--- src/rtl/mul_pkg.sv ---
// Shared multiplier definitions: op encoding, product/result widths and word-select helpers.
package mul_pkg;

  localparam int PROD_W = 65;
  localparam int RES_W  = 32;

  typedef enum logic [1:0] {
    MUL_OP_MUL    = 2'd0,
    MUL_OP_MULH   = 2'd1,
    MUL_OP_MULHSU = 2'd2,
    MUL_OP_MULHU  = 2'd3
  } mul_op_e;

  // MUL returns the low word; every MULH* flavour returns the high word.
  function automatic logic [RES_W-1:0] mul_sel_word(input mul_op_e op, input logic [63:0] r);
    return (op == MUL_OP_MUL) ? r[31:0] : r[63:32];
  endfunction

  // Signed low-word result does not fit when the high word is not a sign extension of it.
  function automatic logic mul_lo_ovf(input mul_op_e op, input logic [63:0] r);
    return (op == MUL_OP_MUL) && (r[63:32] != {32{r[31]}});
  endfunction

endpackage

--- src/rtl/mul_rq_fifo.sv ---
// Generic in-order FIFO with circular pointers (wrap modulo N) and an occupancy counter.
module mul_rq_fifo #(
  parameter int W  = 32,
  parameter int N  = 3,
  localparam int PW = (N > 1) ? $clog2(N) : 1,
  localparam int CW = $clog2(N + 1)
) (
  input  logic          clk,
  input  logic          rst,
  input  logic          push_i,
  input  logic [W-1:0]  din_i,
  input  logic          pop_i,
  output logic [W-1:0]  dout_o,
  output logic [CW-1:0] count_o,
  output logic          full_o,
  output logic          empty_o
);

  logic [N-1:0][W-1:0] mem_q;
  logic [PW-1:0]       wptr_q, rptr_q;
  logic [CW-1:0]       count_q, count_d;

  function automatic logic [PW-1:0] ptr_inc(input logic [PW-1:0] p);
    return (p == PW'(N - 1)) ? '0 : p + PW'(1);
  endfunction

  always_comb begin
    count_d = count_q;
    case ({push_i, pop_i})
      2'b10:   count_d = count_q + CW'(1);
      2'b01:   count_d = count_q - CW'(1);
      default: count_d = count_q;
    endcase
  end

  // Storage is reset too so the head reads zero while empty.
  always_ff @(posedge clk or posedge rst) begin
    if (rst) begin
      mem_q   <= '0;
      wptr_q  <= '0;
      rptr_q  <= '0;
      count_q <= '0;
    end else begin
      if (push_i) begin
        mem_q[wptr_q] <= din_i;
        wptr_q        <= ptr_inc(wptr_q);
      end
      if (pop_i) rptr_q <= ptr_inc(rptr_q);
      count_q <= count_d;
    end
  end

  assign dout_o  = mem_q[rptr_q];
  assign count_o = count_q;
  assign full_o  = (count_q == CW'(N));
  assign empty_o = (count_q == '0);

endmodule

--- src/rtl/mul_result_queue.sv ---
// Multiplier back end: sign correction register, word select, in-order result FIFO to writeback.
// Optional MUL_RQ_OVF_EN adds a per-result low-word signed overflow flag (out_ovf).
module mul_result_queue
  import mul_pkg::*;
#(
  parameter int DEPTH = 4,
  parameter int TAG_W = 5
) (
  input  logic              clk,
  input  logic              rst,
  input  logic              in_valid,
  output logic              in_ready,
  input  logic [PROD_W-1:0] in_prod,
  input  logic              in_neg,
  input  logic [1:0]        in_op,
  input  logic [TAG_W-1:0]  in_tag,
  output logic              out_valid,
  input  logic              out_ready,
  output logic [RES_W-1:0]  out_data,
  output logic [TAG_W-1:0]  out_tag
`ifdef MUL_RQ_OVF_EN
  ,
  output logic              out_ovf
`endif
);

  localparam int FN = DEPTH - 1;
  localparam int CW = $clog2(DEPTH);
  localparam int OW = $clog2(DEPTH + 1);
`ifdef MUL_RQ_OVF_EN
  localparam int EW = RES_W + TAG_W + 1;
`else
  localparam int EW = RES_W + TAG_W;
`endif

  logic             s1_valid_q, s1_valid_d;
  logic [63:0]      s1_r_q, s1_r_d;
  mul_op_e          s1_op_q, s1_op_d;
  logic [TAG_W-1:0] s1_tag_q, s1_tag_d;

  logic [EW-1:0]    fifo_din, fifo_dout;
  logic [CW-1:0]    fifo_cnt;
  logic             fifo_full, fifo_empty;
  logic             accept, pop, s1_drain;
  logic [OW-1:0]    occ;
  logic [63:0]      mag;
  logic [RES_W-1:0] s1_word;
  logic             unused_prod_msb;

  assign unused_prod_msb = in_prod[PROD_W-1];
  assign mag             = in_prod[63:0];

  // Only registered occupancy feeds in_ready, so out_ready never reaches it.
  assign occ      = OW'(fifo_cnt) + OW'(s1_valid_q);
  assign in_ready = (occ < OW'(DEPTH));
  assign accept   = in_valid && in_ready;
  assign out_valid = !fifo_empty;
  assign pop      = out_valid && out_ready;
  // S1 only stalls when the FIFO is full and nothing leaves; in_ready is low then.
  assign s1_drain = s1_valid_q && (!fifo_full || pop);

  always_comb begin
    s1_valid_d = s1_valid_q;
    s1_r_d     = s1_r_q;
    s1_op_d    = s1_op_q;
    s1_tag_d   = s1_tag_q;
    if (s1_drain) s1_valid_d = 1'b0;
    if (accept) begin
      s1_valid_d = 1'b1;
      s1_r_d     = in_neg ? (~mag + 64'd1) : mag;
      s1_op_d    = mul_op_e'(in_op);
      s1_tag_d   = in_tag;
    end
  end

  always_ff @(posedge clk or posedge rst) begin
    if (rst) begin
      s1_valid_q <= 1'b0;
      s1_r_q     <= '0;
      s1_op_q    <= MUL_OP_MUL;
      s1_tag_q   <= '0;
    end else begin
      s1_valid_q <= s1_valid_d;
      s1_r_q     <= s1_r_d;
      s1_op_q    <= s1_op_d;
      s1_tag_q   <= s1_tag_d;
    end
  end

  assign s1_word = mul_sel_word(s1_op_q, s1_r_q);

`ifdef MUL_RQ_OVF_EN
  assign fifo_din = {s1_word, s1_tag_q, mul_lo_ovf(s1_op_q, s1_r_q)};
  assign {out_data, out_tag, out_ovf} = fifo_dout;
`else
  assign fifo_din = {s1_word, s1_tag_q};
  assign {out_data, out_tag} = fifo_dout;
`endif

  mul_rq_fifo #(
    .W (EW),
    .N (FN)
  ) u_fifo (
    .clk     (clk),
    .rst     (rst),
    .push_i  (s1_drain),
    .din_i   (fifo_din),
    .pop_i   (pop),
    .dout_o  (fifo_dout),
    .count_o (fifo_cnt),
    .full_o  (fifo_full),
    .empty_o (fifo_empty)
  );

endmodule

--- config.mk ---
export PLATFORM = sky130hd
export DESIGN_NAME = mul_result_queue
export DESIGN_NICKNAME = d
export VERILOG_FILES = /design/src/rtl/mul_pkg.sv /design/src/rtl/mul_rq_fifo.sv /design/src/rtl/mul_result_queue.sv
export SDC_FILE = /design/constraint.sdc
export NUM_CORES = 1
export LEC_CHECK = 0
export ABC_AREA = 1
export BUFFER_PORTS_ARGS = -buffer_cell sky130_fd_sc_hd__buf_2
export CAP_MARGIN = 10
export CELL_PAD_IN_SITES_DETAIL_PLACEMENT = 1
export CELL_PAD_IN_SITES_GLOBAL_PLACEMENT = 2
export CORE_AREA = 5 5 179 181
export CTS_CLUSTER_DIAMETER = 60
export DETAILED_ROUTE_END_ITERATION = 8
export DIE_AREA = 0 0 184 186
export PLACE_DENSITY_LB_ADDON = 0.12
export SLEW_MARGIN = 25
export SYNTH_ARGS = -nofsm -noshare
export SYNTH_HDL_FRONTEND = slang
export SYNTH_SLANG_ARGS = --single-unit
--- constraint.sdc ---
create_clock -name clk -period 8.49 [get_ports clk]
set_clock_uncertainty 0.15 [all_clocks]
set_input_delay 0.849 -clock clk [delete_from_list [all_inputs] [get_ports clk]]
set_output_delay 0.849 -clock clk [all_outputs]
set_load 0.005 [all_outputs]
=== Yosys cells after proc, flatten, opt, wreduce, memory -nomap -nowiden ===
Cells that the tools add are included.
Widths: inputs -> output; s select.

* Input port bits: 77
* Output and inout bits: 39
* Flip-flop bits (word level): 189
* Logic and storage cells: 49

* Bitwise logic cells: 1
* Add/subtract/negate cells: 6
* Multiplexer cells: 12
* Magnitude comparators: 4
* Reduce and logical (&&, ||, !) cells: 11
* Equal/unequal tests: 5

{| class="wikitable"
|+ Operators by type and width
! kind !! number
|-
| $bwmux 111 || 1
|-
| $bmux 37 s2 || 1
|-
| $demux 37 s2 || 1
|-
| $mux 37 || 2
|-
| $add 64x1->64 const B || 1
|-
| $mux 64 || 1
|-
| $not 64->64 || 1
|-
| $mux 32 || 1
|-
| $eq 2x2->1 const B || 4
|-
| $add 2x1->2 const B || 3
|-
| $lt 2x3->1 const B || 2
|-
| $logic_and 1x1->1 || 4
|-
| $logic_not 2->1 || 2
|-
| $mux 2 || 2
|-
| $pmux 2 s2 || 1
|-
| $reduce_bool 2->1 || 2
|-
| $add 2x1->3 || 1
|-
| $lt 3x3->1 const B || 1
|-
| $eq 2x1->1 const B || 1
|-
| $ge 2x1->1 const B || 1
|-
| $logic_not 1->1 || 2
|-
| $mux 1 || 2
|-
| $sub 2x1->2 const B || 1
|-
| $logic_or 1x1->1 || 1
|}

=== Longest topological paths before layout ===
Gate-level depths: netlist of run 1.

* Depth in word-level cells: 7
* Gate-level depth with buffers: 12
* Gate-level depth less buffers: 12

=== Modules after synthesis ===
A second synthesis of run 1 with hierarchy kept.

* Cell total of the unflattened synthesis: 1387
* Area, all modules: 10483.8 µm²

{| class="wikitable"
|+ By module, submodules not included
! module !! area each (µm²) !! instances !! sequential area each (µm²) !! cells each
|-
| mul_result_queue || 5282.6 || 1 || 1801.7 || 795
|-
| mul_rq_fifo || 5201.2 || 1 || 2927.8 || 592
|}

=== Least setup slack after synthesis of run 1 ===
No wires, ideal clock.

* Path type: register to output
* Start point: register u_fifo.rptr_q[1]
* End point: output out_data[21]
* Data arrival time: 1186 ps
* Slack: 6305 ps
* Required time: 7491 ps
* Path buffers: 2
* Cell stages (with the launch flop): 6
* Cells stage by stage: dfrtp_1 -> inv_1 -> clkbuf_1 -> buf_1 -> nand3_1 -> nand3_1

* Word-level cells in the longest chain between the ends: 2

{| class="wikitable"
|+ RTL lines
! item !! RTL line !! source
|-
| start: declaration || mul_rq_fifo.sv:20 || <nowiki>logic [PW-1:0] wptr_q, rptr_q;</nowiki>
|-
| start signal: assignment || mul_rq_fifo.sv:48 || <nowiki>if (pop_i) rptr_q <= ptr_inc(rptr_q);</nowiki>
|-
| $bmux 37 s2 || mul_rq_fifo.sv:53 || <nowiki>assign dout_o = mem_q[rptr_q];</nowiki>
|-
| $mux 37 (not written as such) || mul_rq_fifo.sv:53 ||
|-
| end: declaration || mul_result_queue.sv:19 || <nowiki>output logic [RES_W-1:0] out_data,</nowiki>
|}

Every way passes these cells. The select of a mux whose other input is x is not followed.

=== Worst setup path in the final report of run 1 ===
* Start point: register u_fifo.rptr_q[0]
* End point: output out_data[31]

Same word-level chain as after synthesis.

==> results of run 1 <==
report_power, final:
| group | switching, mW | internal, mW | total (mW) |
|---|---|---|---|
| sequential | 0.202 | 1.30 | 1.50 |
| combinational | 1.02 | 0.490 | 1.51 |
| clock | 0.380 | 0.446 | 0.826 |
| total | 1.60 | 2.23 | 3.83 |
cells in the final DEF (no fill, tap or decap), types with 4 or more instances in the layout:
cell / Yosys / final
a21oi_1: 4 / 4
nor2_2: 6 / 7
dfrtp_1: 189 / 189
nand2_2: 8 / 8
clkinv_4: 0 / 4
o21ai_0: 142 / 142
nand3_1: 153 / 151
nand4_1: 4 / 4
inv_6: 0 / 5
clkbuf_16: 0 / 17
nand2_1: 495 / 495
inv_1: 72 / 70
buf_4: 5 / 13
nor2_1: 119 / 117
o21ai_2: 5 / 5
buf_2: 35 / 114
o21ai_1: 40 / 40
nor2_4: 3 / 4
xor2_1: 20 / 20
nand3_2: 2 / 4
mux2i_1: 21 / 21
nand3b_1: 11 / 11
kinds of logic (layout without fill, tap and decap cells):
family          after synthesis  in the layout  synth area share
simple gates                807            807             0.333
compound gates              197            197             0.103
flops                       189            189             0.466
buf+inv                     141            234            0.0591
mux                          21             21            0.0207
xor+xnor                     20             20            0.0172
fa+ha+maj                     1              1           0.00123
final cells by class:
cell class                      instances  area, um^2  area share
Tap cell                              396         495      0.0426
Inverter                               75         288      0.0247
Clock buffer                           18         429      0.0369
Timing Repair Buffer                  127         668      0.0574
Clock inverter                         14         176      0.0152
Multi-Input combinational cell       1046        4850       0.417
Sequential cell                       189        4730       0.406
critical path, stage by stage, from the launching register on:
cell and delay [ns]:
dfrtp_1 0.39, buf_4 0.30, nor2_2 0.26, buf_4 0.47
nand2_1 0.10, nand3_1 0.17, buf_2 0.14
sequential cells by signal, indices dropped and copies added (netlist names):
register        count
u_fifo.mem_q      111
s1_tag_q            5
s1_valid_q          1
u_fifo.rptr_q       2
s1_r_q             64
u_fifo.wptr_q       2
s1_op_q             2
u_fifo.count_o      2
metal layers:
| layer | GRT usage | vias to the layer above | part of all wire |
|---|---|---|---|
| li1 | - | 4600 | - |
| met1 | 0.291 | 4418 | 0.49 |
| met2 | 0.332 | 157 | 0.46 |
| met3 | 0.0246 | 28 | 0.030 |
| met4 | 0.0503 | 0 | 0.017 |
| met5 | 0 | - | 0 |
stage by stage:
| stage | utilization | cells |
|---|---|---|
| final | 0.384 | 1865 |
| after global routing | 0.384 | 1865 |
| after CTS | 0.384 | 1865 |
| after detailed placement | 0.364 | 1833 |
| after global placement | 0.364 | 1833 |
| after floorplan | - | 1376 |
synthesized netlist by cell type:
library cell,count
nand4_1,4
nand3_1,153
nand3_2,2
nand2_2,8
o22ai_1,1
nand3b_1,11
nor2_8,1
clkinv_2,1
mux2i_1,21
xor2_1,20
buf_4,5
o21ai_0,142
inv_1,72
o21ai_2,5
buf_1,4
o211ai_1,2
buf_6,1
or2_1,1
nand2_1,495
dfrtp_1,189
or2_0,1
ha_1,1
o21ai_4,2
o21ai_1,40
a21oi_4,1
inv_2,2
buf_2,35
nor2_4,3
clkbuf_1,21
a21oi_1,4
nand2_4,3
nor2_1,119
nor2_2,6
final timing paths:
check | end | slack, ns | cells past startpoint
max in group asynchronous | s1_r_q[51] | 6.54 | 3
min reg2reg | s1_r_q[61] | 0.33 | 2
min | s1_r_q[61] | 0.33 | 2
max | out_data[31] | 5.21 | 6
max reg2reg | s1_r_q[63] | 5.80 | 9
min in group asynchronous | s1_r_q[28] | 0.36 | 2
==> metrics.md, run 1 <==
| Metric | Value |
|---|---|
| CTS tree | yes |
| Crit start category | flop |
| Synth area leader | dfrtp_1 |
| Largest net degree at the start of global routing | 78 |
| Number of port buffers | 114 |
| Final Max Slew Viols | 0 |
| DIE AREA | 0.0342 mm^2 |
| Starting Density | 0.336 |
| Setup TNS | 0 ns |
| Vias in the first global route | 9,527 |
| Setup violators final | 0 |
| Post-DRT Antenna Nets | 0 |
| Final period util | 0.386 |
| RePlAce Congestion | 0.916 |
| Cell Area, Synth | 0.0102 mm^2 |
| Die W | 184 um |
| Data arrival, critical path | 2.28 ns |
| Drt pass-1 iters | 5 |
| VDD IR max | 160 uV |
| Remaining DRCs | 0 |
| Num Clock Sinks | 189 |
| Critical path capture point type | output port |
| Final layout net count | 1,534 |
| Post-Layout Inst Area | 0.0116 mm^2 |
| Row cnt | 64 |
| Hold Crit Class | reg2reg |
| Fill cells | 3,833 |
| First DRT Iteration DRCs | 485 |
| CTS Root Cell | clkbuf_16 |
| Hold Startpoint | s1_r_q[61] |
| Synth-to-Final Area Change | 14.5% |
| Crit. Startpoint | u_fifo.rptr_q[0] |
| Vias per inst | 4.93 |
| Place WS | 5.47 ns |
| Core area | 0.0303 mm^2 |
| Inserted Clock Buffers | 17 |
| Worst-margin pin slew | 0.875 ns |
| Global-route wire length before repair | 54.4 mm |
| Pwr Total | 3.83 mW |
| Post-DP HPWL | 24.8 mm |
| Setup bufs post-CTS | 0 |
| Outcome | finished, final reports clean |
| Critical Path RT | 7.49 ns |
| Area post-placement | 0.0110 mm^2 |
| Longest Clk Path Bufs | 2 |
| Netlist cell types | 33 |
| H-tree Lvls | 4 |
| CP max FO | 40 |
| Register area share after synthesis | 0.466 |
| Post-CTS Resized | 0 |
| Max-slew headroom | 0.411 |
| Overall Global Routing Usage | 0.204 |
| Initial antenna violation count | 0 |
| R2r startpoint | u_fifo.count_o[0] |
| Syn Nets | 1,454 |
| #FFs+latches synth | 189 |
| Highest clock rate | 305 MHz |
| Yosys warning total | 0 |
| Fraction of layout cells with a size suffix above 1 | 0.135 |
| Inserted Diodes | 0 |
| Post-cts hold buffer count | 0 |
| Post-layout minimum cycle time | 3.28 ns |
| Synth area leaders | dfrtp_1 (47%), nand2_1 (18%), nand3_1 (7.5%) |
| Leakage power | 5.66 nW |
| Pwr dens | 330 mW/mm^2 |
| Total wire length | 33.7 mm |
| I/O pin total | 116 |
| Max_cap viols | 0 |
| WHS | 0.325 ns |
| Clk slew on worst S/H paths | 0.07 ns |
| Synth top area share | 0.466 |
| Hold Vio Cnt, Final | 0 |
| Routed len/inst | 18.1 um |
| Via Count | 9,203 |
| Worst setup margin | 5.21 ns |
| Die H | 186 um |
| RSZ-0062 raised after global routing | no |
| Mapped Cells | 1,376 |
| Clock Latency Late Sink | 0.44 ns |
| CP Class | reg2out |
| Mapped Avg Cell Area | 7.38 um^2 |
| GR Overflow Total | 0 |
No activity file was read; power rests on OpenSTA's default activity.
==> inputs of run 2 (changes only) <==
--- a/config.mk
+++ b/config.mk
@@ -5,15 +5,15 @@
 export SDC_FILE = /design/constraint.sdc
 export NUM_CORES = 1
 export LEC_CHECK = 0
-export ABC_AREA = 1
+export ABC_AREA = 0
 export BUFFER_PORTS_ARGS = -buffer_cell sky130_fd_sc_hd__buf_2
 export CAP_MARGIN = 10
 export CELL_PAD_IN_SITES_DETAIL_PLACEMENT = 1
 export CELL_PAD_IN_SITES_GLOBAL_PLACEMENT = 2
-export CORE_AREA = 5 5 179 181
+export CORE_AREA = 5 5 165 167
 export CTS_CLUSTER_DIAMETER = 60
 export DETAILED_ROUTE_END_ITERATION = 8
-export DIE_AREA = 0 0 184 186
+export DIE_AREA = 0 0 170 172
 export PLACE_DENSITY_LB_ADDON = 0.12
 export SLEW_MARGIN = 25
 export SYNTH_ARGS = -nofsm -noshare
==> constraint.sdc (replaced) <==
create_clock -name clk -period 3.1 [get_ports clk]
set_clock_uncertainty 0.15 [all_clocks]
set_input_delay 0.31 -clock clk [delete_from_list [all_inputs] [get_ports clk]]
set_output_delay 0.31 -clock clk [all_outputs]
set_load 0.005 [all_outputs]
==> metrics.md, run 2 <==
| Metric | Value |
|---|---|
| Outcome | finished, final reports clean |
| Inserted Diodes | 0 (unchanged) |
| CP max FO | 6 (-85%) |
| VDD IR max | 346 uV (+120%) |
| Synth area leaders | dfrtp_1 (51%), o21ai_0 (8.2%), mux2i_1 (7.5%) |
| Worst Hold Depth | 3 (+1) |
| Critical path capture point type | flop |
| Main synth FF type | dfrtp_1 |
| Biggest register | u_fifo.mem_q |
| Initial antenna violation count | 0 (unchanged) |
| R2R cell count | 7 (-2) |
| EDFF count, synth | 0 (unchanged) |
| Pwr Total | 10.5 mW (+170%) |
| Regs by FF count | u_fifo.mem_q: 111 flops, s1_r_q: 64 flops, s1_tag_q: 5 flops |
| Drt pass-1 iters | 5 (unchanged) |
| Global-route wire length before repair | 43.8 mm (-19%) |
| Inserted Clock Buffers | 17 (unchanged) |
| RSZ-0062 raised after global routing | no |
| Hold Startpoint | in_prod[62] |
| Longest Clk Path Bufs | 2 (unchanged) |
| Core area | 0.0256 mm^2 (-15%) |
| H-tree Lvls | 4 (unchanged) |
| Fraction of layout cells with a size suffix above 1 | 0.196 (+0.0613) |
| #FFs+latches synth | 189 (unchanged) |
| Async SR Flop Fraction | 1.00 (unchanged) |
| P_sw | 4.04 mW (+150%) |
| Max-slew headroom | 0.558 (+0.148) |
| Gate power share | 0.380 (-0.013) |
| First DRT Iteration DRCs | 374 (-23%) |
| Leakage power | 4.85 nW (-14%) |
| Post-layout minimum cycle time | 2.68 ns |
| Most common library cells after synthesis | dfrtp_1 (189), nand2_1 (166), o21ai_0 (154) |
| DR WL met2 | 12.1 mm (-23%) |
| Starting Density | 0.365 (+0.0294) |
| Number of port buffers | 114 (unchanged) |
| Part of the power in registers | 0.408 (+0.017) |
| Pwr dens | 942 mW/mm^2 (+190%) |
| Area post-placement | 0.0105 mm^2 (-5.2%) |
| Post-layout util | 0.435 (+0.0504) |
| Largest net degree at the start of global routing | 66 (-15%) |
| Final layout net count | 1,177 (-23%) |
| Final Max Slew Viols | 0 (unchanged) |
| Crit Reg-Reg Endpoint | u_fifo.mem_q[86] |
| CTS tree | yes |
| Synth-to-Final Area Change | 19.1% |
| Crit start category | input port |
| Post-DP HPWL | 19.3 mm (-22%) |
| Most frequent cells in the layout | dfrtp_1 (188), nand2_1 (165), o21ai_0 (154) |
| Vias in the first global route | 7,802 (-18%) |
| Leading cell type in the layout, fill and taps excluded | dfrtp_1 |
| Critical Path RT | 3.25 ns (-4.24 ns) |
| Mapped Cells | 991 (-28%) |
| Hold Crit Class | in2reg |
| Clk slew on worst S/H paths | 0.08 ns (about the same) |
| Die W | 170 um (-7.6%) |
| Die H | 172 um (-7.5%) |
| Row cnt | 59 (-7.8%) |
| Hold Vio Cnt, Final | 0 (unchanged) |
| Placed Cells incl. Taps | 1,406 (-23%) |
| WL met1 | 13.7 mm (-17%) |
| Data arrival, critical path | 2.83 ns (+0.55 ns) |
| Clock Latency Late Sink | 0.44 ns (about the same) |
| Num Clock Sinks | 189 (unchanged) |
| CP Class | in2reg |
| Fill cells | 2,937 (-23%) |
| Clk pwr share | 0.212 (-0.003) |
| Yosys warning total | 0 (unchanged) |
| Routed len/inst | 18.7 um (+3.1%) |
| Worst-margin pin slew | 0.660 ns (-0.215 ns) |
| Wire length on met3 | 1.02 mm (+0.49%) |
| Post-DRT Antenna Nets | 0 (unchanged) |
| Overall Global Routing Usage | 0.190 (-0.0137) |
| GR Overflow Total | 0 (unchanged) |
| Total wire length | 27.0 mm (-20%) |
| Post-CTS Resized | 0 (unchanged) |
| Synth top area share | 0.506 (+0.0402) |
| Final period util | 0.864 |
| Setup violators final | 0 (unchanged) |
| Syn Nets | 1,069 (-26%) |
| Hold Path Sink | s1_r_q[62] |
| R2R setup slack | 0.83 ns (-4.97 ns) |
| DIE AREA | 0.0292 mm^2 (-15%) |
| I/O pin total | 116 (unchanged) |
| Vias per inst | 5.11 (+3.6%) |
| Cell Area, Synth | 0.00935 mm^2 (-8.0%) |
| Synth area leader | dfrtp_1 |
| P_int | 6.45 mW (+190%) |
| Max_cap viols | 0 (unchanged) |
| CTS Root Cell | clkbuf_16 |
| Setup TNS | 0 ns (unchanged) |
| Non-filler cells, final | 1,447 (-22%) |
| R2r startpoint | u_fifo.count_o[0] |
| Remaining DRCs | 0 (unchanged) |
| Register area share after synthesis | 0.506 (+0.0402) |
| Mapped Avg Cell Area | 9.44 um^2 (+28%) |
| Most frequent cell after synthesis | dfrtp_1 |
| Top Layer Used | met4 |
| Highest clock rate | 373 MHz |
| Post-Layout Inst Area | 0.0111 mm^2 (-4.3%) |
| Via Count | 7,397 (-20%) |
| Switching share of power | 0.385 (-0.0326) |
| Netlist cell types | 39 (+18%) |
| Largest register FFs | 111 (unchanged) |
| RePlAce Congestion | 0.869 (-5.1%) |
run 2: cell count changes after synthesis, moves of 12 or more:
cell / delta
inv_1: -68
o31ai_1: +14
buf_2: -35
clkbuf_1: +34
nand3_1: -144
xor2_1: +39
mux2i_1: +49
a21oi_1: +64
o21ai_0: +12
nand2_1: -329
mux2_2: +22
nor2_1: -39
o21ai_1: -35
run 2: cell families (layout without fill, tap and decap cells):
kind of cell / count (synthesis) / count (layout) / synth area share
adders and majority gates: 1 / 1 / 0.00134
muxes: 92 / 92 / 0.101
buffers and inverters: 67 / 188 / 0.0269
xor gates and xnor gates: 60 / 60 / 0.0562
AOI/OAI and AO/OA: 257 / 257 / 0.151
DFF: 189 / 189 / 0.506
and+or+nand+nor: 325 / 325 / 0.158
run 2: layout make-up:
cell class / instances / area [um^2] / area share
Timing Repair Buffer: 152 / 978 / 0.0878
Sequential cell: 189 / 4730 / 0.425
Tap cell: 335 / 419 / 0.0376
Clock inverter: 13 / 141 / 0.0127
Clock buffer: 19 / 453 / 0.0407
Inverter: 4 / 18.8 / 0.00169
Multi-Input combinational cell: 735 / 4400 / 0.395
run 2: layer usage:
layer  vias to the layer above  global-route usage
met4                         0              0.0389
met5                         -                   0
met1                      3577               0.282
li1                       3655                   -
met3                        22              0.0306
met2                       143               0.296
run 2: through the flow:
stage	hold slack, ns	setup slack [ns]
detailed placement	0.228	0.0396
global placement	0.230	0.0790
global route	0.0517	0.341
CTS	0.0210	0.490
floorplan	0.271	0.206
finish	0.0359	0.421
run 2: power groups by stage:
stage,clock network [mW],logic (mW),registers [mW]
after floorplan,0,2.63,4.10
after global placement,0,3.96,4.29
after detailed placement,0,4.05,4.34
after CTS,2.29,4.08,4.29
after global routing,2.39,4.54,4.42
final,2.22,3.99,4.28
run 2: worst max-delay path by stage:
stage,from,end,depth (start not counted)
floorplan,rst,s1_op_q[0],1
global placement,in_prod[0],s1_r_q[54],10
detailed placement,in_prod[0],s1_r_q[38],10
CTS,in_prod[0],s1_r_q[38],10
global route,in_prod[0],s1_r_q[54],10
finish,in_prod[0],s1_r_q[38],10
run 2: critical path: stages:
cell	delay, ns
buf_2	0.11
inv_1	0.09
ha_1	0.16
or3b_2	0.56
nor4_1	0.40
buf_4	0.19
nand4_1	0.28
o41ai_1	0.48
xor2_1	0.17
o21ai_0	0.08
run 2: timing repair:
action / in CTS / in global routing
endpoints found under the hold margin: 24 / 0
hold buffers: 9 / 0
buffers inserted: 0 / 0
==> inputs of run 3 (changes only) <==
--- a/config.mk
+++ b/config.mk
@@ -10,10 +10,10 @@
 export CAP_MARGIN = 10
 export CELL_PAD_IN_SITES_DETAIL_PLACEMENT = 1
 export CELL_PAD_IN_SITES_GLOBAL_PLACEMENT = 2
-export CORE_AREA = 5 5 165 167
+export CORE_AREA = 5 5 161 163
 export CTS_CLUSTER_DIAMETER = 60
 export DETAILED_ROUTE_END_ITERATION = 8
-export DIE_AREA = 0 0 170 172
+export DIE_AREA = 0 0 166 168
 export PLACE_DENSITY_LB_ADDON = 0.12
 export SLEW_MARGIN = 25
 export SYNTH_ARGS = -nofsm -noshare
==> constraint.sdc (replaced) <==
create_clock -name clk -period 3.4 [get_ports clk]
set_clock_uncertainty 0.15 [all_clocks]
set_input_delay 0.34 -clock clk [delete_from_list [all_inputs] [get_ports clk]]
set_output_delay 0.34 -clock clk [all_outputs]
set_load 0.005 [all_outputs]
==> metrics.md, run 3 (synthesized netlist as in run 2, its figures left out) <==
| Metric | Value |
|---|---|
| VDD IR max | 333 uV (-3.5%) |
| Core area | 0.0242 mm^2 (-5.6%) |
| Remaining DRCs | 0 (unchanged) |
| P_int | 5.86 mW (-9.2%) |
| WHS | 0.0393 ns (+0.00340 ns) |
| Biggest register | u_fifo.mem_q |
| Vias in the first global route | 7,834 (+0.41%) |
| CTS Root Cell | clkbuf_16 |
| GR Overflow Total | 0 (unchanged) |
| Pwr dens | 864 mW/mm^2 (-8.3%) |
| Inserted Diodes | 0 (unchanged) |
| Met1 usage | 0.282 (-0.000322) |
| Regs by FF count | u_fifo.mem_q: 111 flops, s1_r_q: 64 flops, s1_tag_q: 5 flops |
| Critical Path RT | 3.54 ns (+0.29 ns) |
| P_sw | 3.68 mW (-8.8%) |
| Most Crowded Layer GR | met2 |
| CP max FO | 6 (unchanged) |
| Global-route wire length before repair | 43.7 mm (-0.17%) |
| Hold Vio Cnt, Final | 0 (unchanged) |
| Post-layout minimum cycle time | 2.60 ns |
| Largest register FFs | 111 (unchanged) |
| Post-DRT Antenna Nets | 0 (unchanged) |
| Most frequent cells in the layout | dfrtp_1 (188), nand2_1 (165), o21ai_0 (154) |
| CP Class | in2reg |
| Via Count | 7,419 (+0.30%) |
| RePlAce Congestion | 0.833 (-4.2%) |
| Highest clock rate | 385 MHz |
| Gate power share | 0.383 (+0.003) |
| Initial antenna violation count | 1 (+1) |
| Vias per inst | 5.18 (+1.3%) |
| Longest Clk Path Bufs | 2 (unchanged) |
| Crit start category | input port |
| M3 GR Usage | 0.0354 (+0.00477) |
| Largest net degree at the start of global routing | 108 (+64%) |
| Inserted Clock Buffers | 17 (unchanged) |
| Die H | 168 um (-2.3%) |
| Fill cells | 2,833 (-3.5%) |
| Max-slew headroom | 0.505 (-0.0530) |
| Die W | 166 um (-2.4%) |
| Post-DP HPWL | 19.3 mm (+0.32%) |
| Final layout net count | 1,173 (-0.34%) |
| Num Clock Sinks | 189 (unchanged) |
| Setup violators final | 0 (unchanged) |
| RSZ-0062 raised after global routing | no |
| Clk pwr share | 0.210 (-0.002) |
| Final period util | 0.764 |
| I/O pin total | 116 (unchanged) |
| GR Layer Usage met2 | 0.314 (+0.0182) |
| Area post-placement | 0.0104 mm^2 (-0.71%) |
| Setup TNS | 0 ns (unchanged) |
| First DRT Iteration DRCs | 415 (+11%) |
| Starting Density | 0.387 (+0.0217) |
| Clock Latency Late Sink | 0.43 ns (about the same) |
| Routed len/inst | 18.8 um (+0.76%) |
| Pwr Total | 9.54 mW (-9.1%) |
| Worst-margin pin slew | 0.742 ns (+0.0823 ns) |
| Max_cap viols | 0 (unchanged) |
| Post-CTS Resized | 0 (unchanged) |
| Total wire length | 26.9 mm (-0.29%) |
| Row cnt | 57 (-3.4%) |
| Leading cell type in the layout, fill and taps excluded | dfrtp_1 |
| H-tree Lvls | 4 (unchanged) |
| Final Max Slew Viols | 0 (unchanged) |
| DIE AREA | 0.0279 mm^2 (-4.6%) |
| Overall Global Routing Usage | 0.195 (+0.00509) |
| Fraction of layout cells with a size suffix above 1 | 0.193 (-0.00290) |
| Clk slew on worst S/H paths | 0.08 ns (about the same) |
| CTS tree | yes |
| Critical path capture point type | flop |
| Number of port buffers | 114 (unchanged) |
| Outcome | finished, final reports clean |
| Leakage power | 4.80 nW (-1.1%) |
| Hold Crit Class | in2reg |
| Synth-to-Final Area Change | 18.1% |
| Post-Layout Inst Area | 0.0110 mm^2 (-0.84%) |
| Drt pass-1 iters | 4 (-1) |
| Data arrival, critical path | 2.73 ns (-0.10 ns) |
| Switching share of power | 0.386 (+0.00100) |
| Part of the power in registers | 0.407 (about the same) |
==> run 3: changes by cell type in the layout (fill, tap and decap cells not counted) <==
cell           change
clkinv_4           -2
inv_6              -2
clkinv_2           -1
buf_12             -3
inv_8              -1
clkbuf_1           +1
clkinvlp_4         +5
dlygate4sd3_1      -1
==> run 3: routing by layer <==
metal,vias up,part of all wire,routed length (um)
met3,14,0.032,857
met5,-,0.00048,13
met2,124,0.46,12300
met1,3622,0.50,13500
met4,2,0.0075,203
li1,3657,-,-
==> run 3: final timing paths <==
check / startpoint / cells after the start / slack (ns) / to
setup / recovery: in_prod[0] / 10 / 0.80 / s1_r_q[46]
hold / removal: out_ready / 2 / 0.04 / s1_valid_q
setup reg to reg: u_fifo.count_o[0] / 6 / 1.17 / u_fifo.mem_q[4]
hold reg to reg: s1_r_q[34] / 2 / 0.33 / s1_r_q[34]
max in group asynchronous: rst / 4 / 2.03 / s1_r_q[55]
min in group asynchronous: rst / 3 / 0.31 / u_fifo.mem_q[75]
==> run 3: worst max-delay path, stage by stage <==
cell and delay, ns:
buf_2 0.12, inv_1 0.07, ha_1 0.17, or3b_2 0.58, nor4_1 0.31, buf_4 0.18, nand4_1 0.20, o31ai_1 0.38
xor2_1 0.26, o21ai_0 0.12
==> run 3: power by group through the flow <==
stage | Combinational, mW | Sequential [mW] | Clock, mW
finish | 3.65 | 3.88 | 2.00
global route | 4.17 | 4.02 | 2.14
CTS | 3.73 | 3.90 | 2.05
detailed placement | 3.71 | 3.94 | 0
global placement | 3.61 | 3.89 | 0
floorplan | 2.40 | 3.74 | 0
==> run 3: final cells by class <==
| cell class | instances | area, um^2 | share of cell area |
|---|---|---|---|
| inverters | 4 | 18.8 | 0.00170 |
| well taps | 324 | 405 | 0.0367 |
| flip-flops and latches | 189 | 4730 | 0.428 |
| multi-input cells | 735 | 4400 | 0.398 |
| repair buffers | 148 | 908 | 0.0822 |
| clock buffers | 20 | 457 | 0.0414 |
| clock inverters | 12 | 128 | 0.0116 |
==> run 3: what timing repair did <==
item                                    in CTS  in global routing
buffers inserted                             0                  0
endpoints found under the setup margin       0                  0
hold buffers                                 8                  0
hold endpoints to repair                    19                  0
==> run 3: through the flow <==
step,cells,utilization,setup slack (ns)
6_report,1432,0.457,0.801
5_1_grt,1432,0.457,0.644
4_1_cts,1432,0.457,0.816
3_5_place_dp,1392,0.429,0.387
3_3_place_gp,1392,0.429,0.444
2_1_floorplan,991,-,0.476
